$ cat src/rtl/counter_ctrl_pkg.sv
// counter_ctrl_pkg: state encoding and config limits shared by the counter sweep sequencer
package counter_ctrl_pkg;
    localparam logic [1:0] ST_IDLE = 2'd0;
    localparam logic [1:0] ST_UP = 2'd1;
    localparam logic [1:0] ST_DOWN = 2'd2;
    localparam logic [1:0] ST_DONE = 2'd3;
    localparam int MIN_LIMIT = 2;
endpackage

$ cat src/rtl/counter_sweep_ctrl.sv
// counter_sweep_ctrl: runs N triangle sweeps 0->limit->0 on an enable/inc_dec counter and checks it against a shadow count
module counter_sweep_ctrl
    import counter_ctrl_pkg::*;
#(
    parameter int WIDTH = 8,
    parameter int SWEEP_W = 8
) (
    input  logic               clock,
    input  logic               reset,
    input  logic               start,
    input  logic               abort,
    input  logic [WIDTH-1:0]   limit,
    input  logic [SWEEP_W-1:0] n_sweeps,
    input  logic [WIDTH-1:0]   cnt_value,
    output logic               cnt_enable,
    output logic               cnt_inc_dec,
    output logic               busy,
    output logic               done,
    output logic               cfg_err,
    output logic [SWEEP_W-1:0] sweep_idx,
    output logic               mismatch
);
    logic [1:0]         state_q, state_d;
    logic [WIDTH-1:0]   shadow_q, shadow_d, limit_q, limit_d;
    logic [SWEEP_W-1:0] n_sweeps_q, n_sweeps_d, sweep_idx_q, sweep_idx_d;
    logic               mismatch_q, mismatch_d, cfg_err_q, cfg_err_d;
    logic               cfg_ok, last_sweep;

    assign cfg_ok = (limit >= WIDTH'(MIN_LIMIT)) && (n_sweeps != '0);
    assign last_sweep = sweep_idx_q == n_sweeps_q - SWEEP_W'(1);

    always_comb begin
        state_d = state_q;
        shadow_d = shadow_q;
        limit_d = limit_q;
        n_sweeps_d = n_sweeps_q;
        sweep_idx_d = sweep_idx_q;
        cfg_err_d = 1'b0;
        mismatch_d = mismatch_q | ((state_q != ST_IDLE) && (cnt_value != shadow_q));
        if (state_q == ST_IDLE) begin
            // abort outranks start even while idle
            if (start && !abort) begin
                if (cfg_ok) begin
                    state_d = ST_UP;
                    limit_d = limit;
                    n_sweeps_d = n_sweeps;
                    sweep_idx_d = '0;
                    shadow_d = '0;
                    mismatch_d = 1'b0;
                end else begin
                    cfg_err_d = 1'b1;
                end
            end
        end else if (abort || state_q == ST_DONE) begin
            state_d = ST_IDLE;
            shadow_d = '0;
        end else if (state_q == ST_UP) begin
            shadow_d = shadow_q + WIDTH'(1);
            // turn one cycle early so the counter peaks exactly at limit
            state_d = (shadow_q == limit_q - WIDTH'(1)) ? ST_DOWN : ST_UP;
        end else begin
            shadow_d = shadow_q - WIDTH'(1);
            if (shadow_q == WIDTH'(1)) begin
                state_d = last_sweep ? ST_DONE : ST_UP;
                sweep_idx_d = last_sweep ? sweep_idx_q : sweep_idx_q + SWEEP_W'(1);
            end
        end
    end

    always_ff @(posedge clock) begin
        if (reset) begin
            state_q <= ST_IDLE;
            shadow_q <= '0;
            limit_q <= '0;
            n_sweeps_q <= '0;
            sweep_idx_q <= '0;
            mismatch_q <= 1'b0;
            cfg_err_q <= 1'b0;
        end else begin
            state_q <= state_d;
            shadow_q <= shadow_d;
            limit_q <= limit_d;
            n_sweeps_q <= n_sweeps_d;
            sweep_idx_q <= sweep_idx_d;
            mismatch_q <= mismatch_d;
            cfg_err_q <= cfg_err_d;
        end
    end

    assign cnt_enable = (state_q == ST_UP) || (state_q == ST_DOWN);
    assign cnt_inc_dec = state_q == ST_UP;
    assign busy = cnt_enable;
    assign done = state_q == ST_DONE;
    assign cfg_err = cfg_err_q;
    assign sweep_idx = sweep_idx_q;
    assign mismatch = mismatch_q;
endmodule
$ cat config.mk
export PLATFORM = sky130hd
export DESIGN_NAME = counter_sweep_ctrl
export DESIGN_NICKNAME = d
export VERILOG_FILES = /design/src/rtl/counter_ctrl_pkg.sv /design/src/rtl/counter_sweep_ctrl.sv
export SDC_FILE = /design/constraint.sdc
export NUM_CORES = 1
export LEC_CHECK = 0
export CAP_MARGIN = 10
export CELL_PAD_IN_SITES_DETAIL_PLACEMENT = 0
export CELL_PAD_IN_SITES_GLOBAL_PLACEMENT = 1
export CORE_ASPECT_RATIO = 1.5
export CORE_UTILIZATION = 36
export DETAILED_ROUTE_END_ITERATION = 7
export PLACE_DENSITY = 0.8
export SYNTH_ARGS = -nofsm -noshare
export SYNTH_HDL_FRONTEND = slang
export SYNTH_SLANG_ARGS = --single-unit
$ cat constraint.sdc
create_clock -name clock -period 2.5 [get_ports clock]
set_clock_uncertainty 0.15 [all_clocks]
set_input_delay 0.5 -clock clock [delete_from_list [all_inputs] [get_ports clock]]
set_output_delay 0.5 -clock clock [all_outputs]
set_load 0.1 [all_outputs]
==> summary.md <==
| Metric | Value |
|---|---|
| Outcome | `complete, but fails checks` |
| Failing checks | `setup timing` |
| Synth Warn # | `0` |
| Slew Limit Fails | `0` |
| Number of library cell types mapped by synthesis | `62` |
| CTS sink cnt | `36` |
| Ant diodes | `0` |
| P per Cell Area | `508 mW/mm2` |
| Cells after Synth | `285` |
| Post-route antenna net violation count | `0` |
| Crit-path cells | `or4_4 > o2111a_2 > a311oi_4 > a2111oi_4 > buf_4 > or4b_1 > a21oi_2` |
| Total Wirelength | `6850 um` |
| Worst hold path type | `reg -> reg` |
| FF+latch count, synth | `36` |
| Vias in the first global route | `2337` |
| Reg-to-reg startpoint | `n_sweeps_q[0]` |
| Register area share after synthesis | `0.299` |
| RSZ-0062 raised after global routing | `true` |
| Overall routing resource usage | `0.211` |
| Clock-pin slew on the worst setup and hold paths | `0.08 ns` |
| Post-synthesis net count | `322` |
| Largest net degree at the start of global routing | `30` |
| Clk_lat worst skew | `0.29 ns` |
| GPL Wtd Cong | `0.825` |
| CP max stage delay | `0.56 ns` |
| R2R cell count | `7` |
| Die width | `68.8 um` |
| Core area | `0.00649 mm2` |
| Congestion Overflow GR | `0` |
| Min-delay src | `sweep_idx[4]` |
| Hold Vio Cnt, Final | `0` |
| Crit. End Element | `register` |
| Post-synthesis cell area | `0.00241 mm2` |
| CTS tree | `done` |
| Top FF cell, synth | `dfxtp_1` |
| First-pass DRT Iterations | `4` |
| Initial DRC count | `86` |
| Critical path type | `reg -> reg` |
| Crit path time final | `2.73 ns` |
| Max Root-Sink Buffers | `2` |
| CP max FO | `6` |
| Final nets | `394` |
| Arrival @ worst endpoint | `2.81 ns` |
| Die ar. | `0.00702 mm2` |
| Non-Filler Instances | `434` |
| Root buffer cell | `clkbuf_8` |
| Post-synth EDFFs | `0` |
| Antenna violations before repair | `0` |
| Placed Cells incl. Taps | `425` |
| CTS HTree Levels | `2` |
| Initial Utilization | `0.371` |
| Finish-stage setup viols | `9` |
| Hold Path Depth | `1` |
| Setup slack, reg-to-reg | `-0.23 ns` |
| Worst slew margin relative to its limit | `0.642` |
| Share of cells above drive strength 1 | `0.288` |
| Hold WS | `0.358 ns` |
| Reg-to-Reg End | `sweep_idx[1]` |
| Dpl hpwl | `5150 um` |
| Final worst slack | `-0.227 ns` |
| Startpoint Class | `register` |
| # Max-Cap Violations | `0` |
| Worst-margin pin slew | `0.530 ns` |
| Port bufs | `41` |
| First-pass GRT wire length | `11100 um` |
| CTS Buf Count | `5` |
| Die height | `102 um` |
| Drc violations | `0` |
| Worst vdd ir | `363 uV` |
| # IOs | `42` |
| Hold EP | `sweep_idx[4]` |
| Area Growth Syn to Fin | `40.3%` |
| Async SR Flop Fraction | `0` |
| P_leak | `0.00135 uW` |
| CTS Hold Bufs | `0` |
| Routed wire per std cell | `15.8 um` |
| Via count | `2424` |
| Mean post-synth cell area | `8.45 um2` |
| CP required | `2.58 ns` |
| Critical Path Slowest Stage Cell | `or4_4` |
| Crit share post-route | `1.09` |
| Row Count | `36` |
| Vias per std cell | `5.59` |
| FMAX | `0.367 GHz` |
where the power goes:
group	switching, uW	internal (uW)	leakage, uW	total [uW]
logic	323	286	0.000998	609
clock network	222	252	0.0000515	474
registers	32.2	601	0.000297	633
cell type report:
cell class              instances  area [um2]
well taps                      76        95.1
inverters                      13        48.8
flip-flops and latches         36         736
fillers                       643        3110
multi-input cells             217        1650
clock buffers                   8         100
repair buffers                 84         743
cell usage after synthesis, types with 2 or more instances:
library cell	n	area share
o311ai_0	2	0.0073
xnor2_1	12	0.044
nor4b_1	3	0.011
and3_1	3	0.0078
a31o_1	2	0.0073
inv_1	13	0.020
xor2_1	17	0.062
a21oi_1	6	0.012
or4_1	4	0.012
or4_2	2	0.0073
nor4_1	8	0.021
o31ai_1	2	0.0062
nor3_1	10	0.021
and4_1	2	0.0073
a21o_1	2	0.0062
a22oi_1	6	0.019
o21ai_0	7	0.015
ha_1	9	0.047
buf_1	2	0.0031
nand2_1	6	0.0094
a311oi_1	2	0.0073
a31oi_1	5	0.013
dfxtp_1	36	0.30
nor2_1	46	0.072
mux2i_1	15	0.062
nand2b_1	3	0.0078
a2111oi_2	2	0.012
buf_4	2	0.0062
a211oi_1	3	0.0094
clkbuf_1	12	0.019
o21ba_2	2	0.0083
a32o_1	3	0.012
or3_2	2	0.0062
nand3b_1	2	0.0062
nand3_1	5	0.010
critical path: cells and delay by family, from the launching register on:
family / cells / cell delay (ns)
AND/OR/NAND/NOR: 2 / 1.10
AO/OA/AOI/OAI: 4 / 0.90
flip-flops: 1 / 0.34
buffers and inverters: 1 / 0.18
worst max path at each step:
stage	startpoint	end	slack, ns	cells past startpoint
floorplan	n_sweeps_q[0]	sweep_idx[3]	-0.15	7
global placement	limit[3]	sweep_idx[3]	-0.31	9
detailed placement	limit[3]	sweep_idx[5]	-0.38	9
CTS	n_sweeps_q[0]	sweep_idx[5]	-0.17	7
global route	n_sweeps_q[0]	sweep_idx[1]	-0.28	7
finish	n_sweeps_q[0]	sweep_idx[1]	-0.23	7
state kept, by name, indices dropped and copies added, names as in the netlist:
| register | count |
|---|---|
| state_q | 2 |
| n_sweeps_q | 8 |
| cfg_err | 1 |
| limit_q | 8 |
| shadow_q | 8 |
| mismatch | 1 |
| sweep_idx | 8 |
cells by family after synthesis:
| kind of cell | share of synthesized area |
|---|---|
| xor gates and xnor gates | 0.106 |
| adders and majority gates | 0.0468 |
| and+or+nand+nor | 0.230 |
| muxes | 0.0624 |
| buffers and inverters | 0.0608 |
| DFF | 0.299 |
| AOI/OAI and AO/OA | 0.195 |
stage by stage:
step	util	area (um2)	setup slack [ns]	TNS (ns)	total power, uW
floorplan	-	2470	-0.148	-0.928	1040
global placement	0.492	3190	-0.314	-5.57	1240
detailed placement	0.492	3190	-0.378	-6.93	1250
CTS	0.512	3320	-0.174	-1.46	1720
global route	0.521	3380	-0.278	-2.36	1810
finish	0.521	3380	-0.227	-1.70	1720
layer usage:
layer	wire [um]	vias up	GRT usage
met4	234	0	0.0973
met2	3820	52	0.378
met5	0	-	0
met1	2600	1171	0.237
li1	-	1182	-
met3	186	19	0.0335
cell usage in the layout (no fill, tap or decap), types with 6 or more instances in the layout:
master           netlist  layout
buf_4                  2      52
nor2_1                46      46
dfxtp_1               36      28
clkdlybuf4s50_1        0      27
xor2_1                17      17
mux2i_1               15      15
inv_1                 13      13
xnor2_1               12      12
nor3_1                10       8
clkbuf_8               1       7
nand2_1                6       6
o21ai_0                7       6
a22oi_1                6       6
ha_1                   9       6
dfxtp_2                0       6
what timing repair did:
item | CTS | global route
gates cloned | 1 | 0
resized for setup | 4 | 11
pin swaps | 4 | 0
setup buffers | 1 | 0
endpoints found under the setup margin | 9 | 12
(Power assumes the default switching activity.)
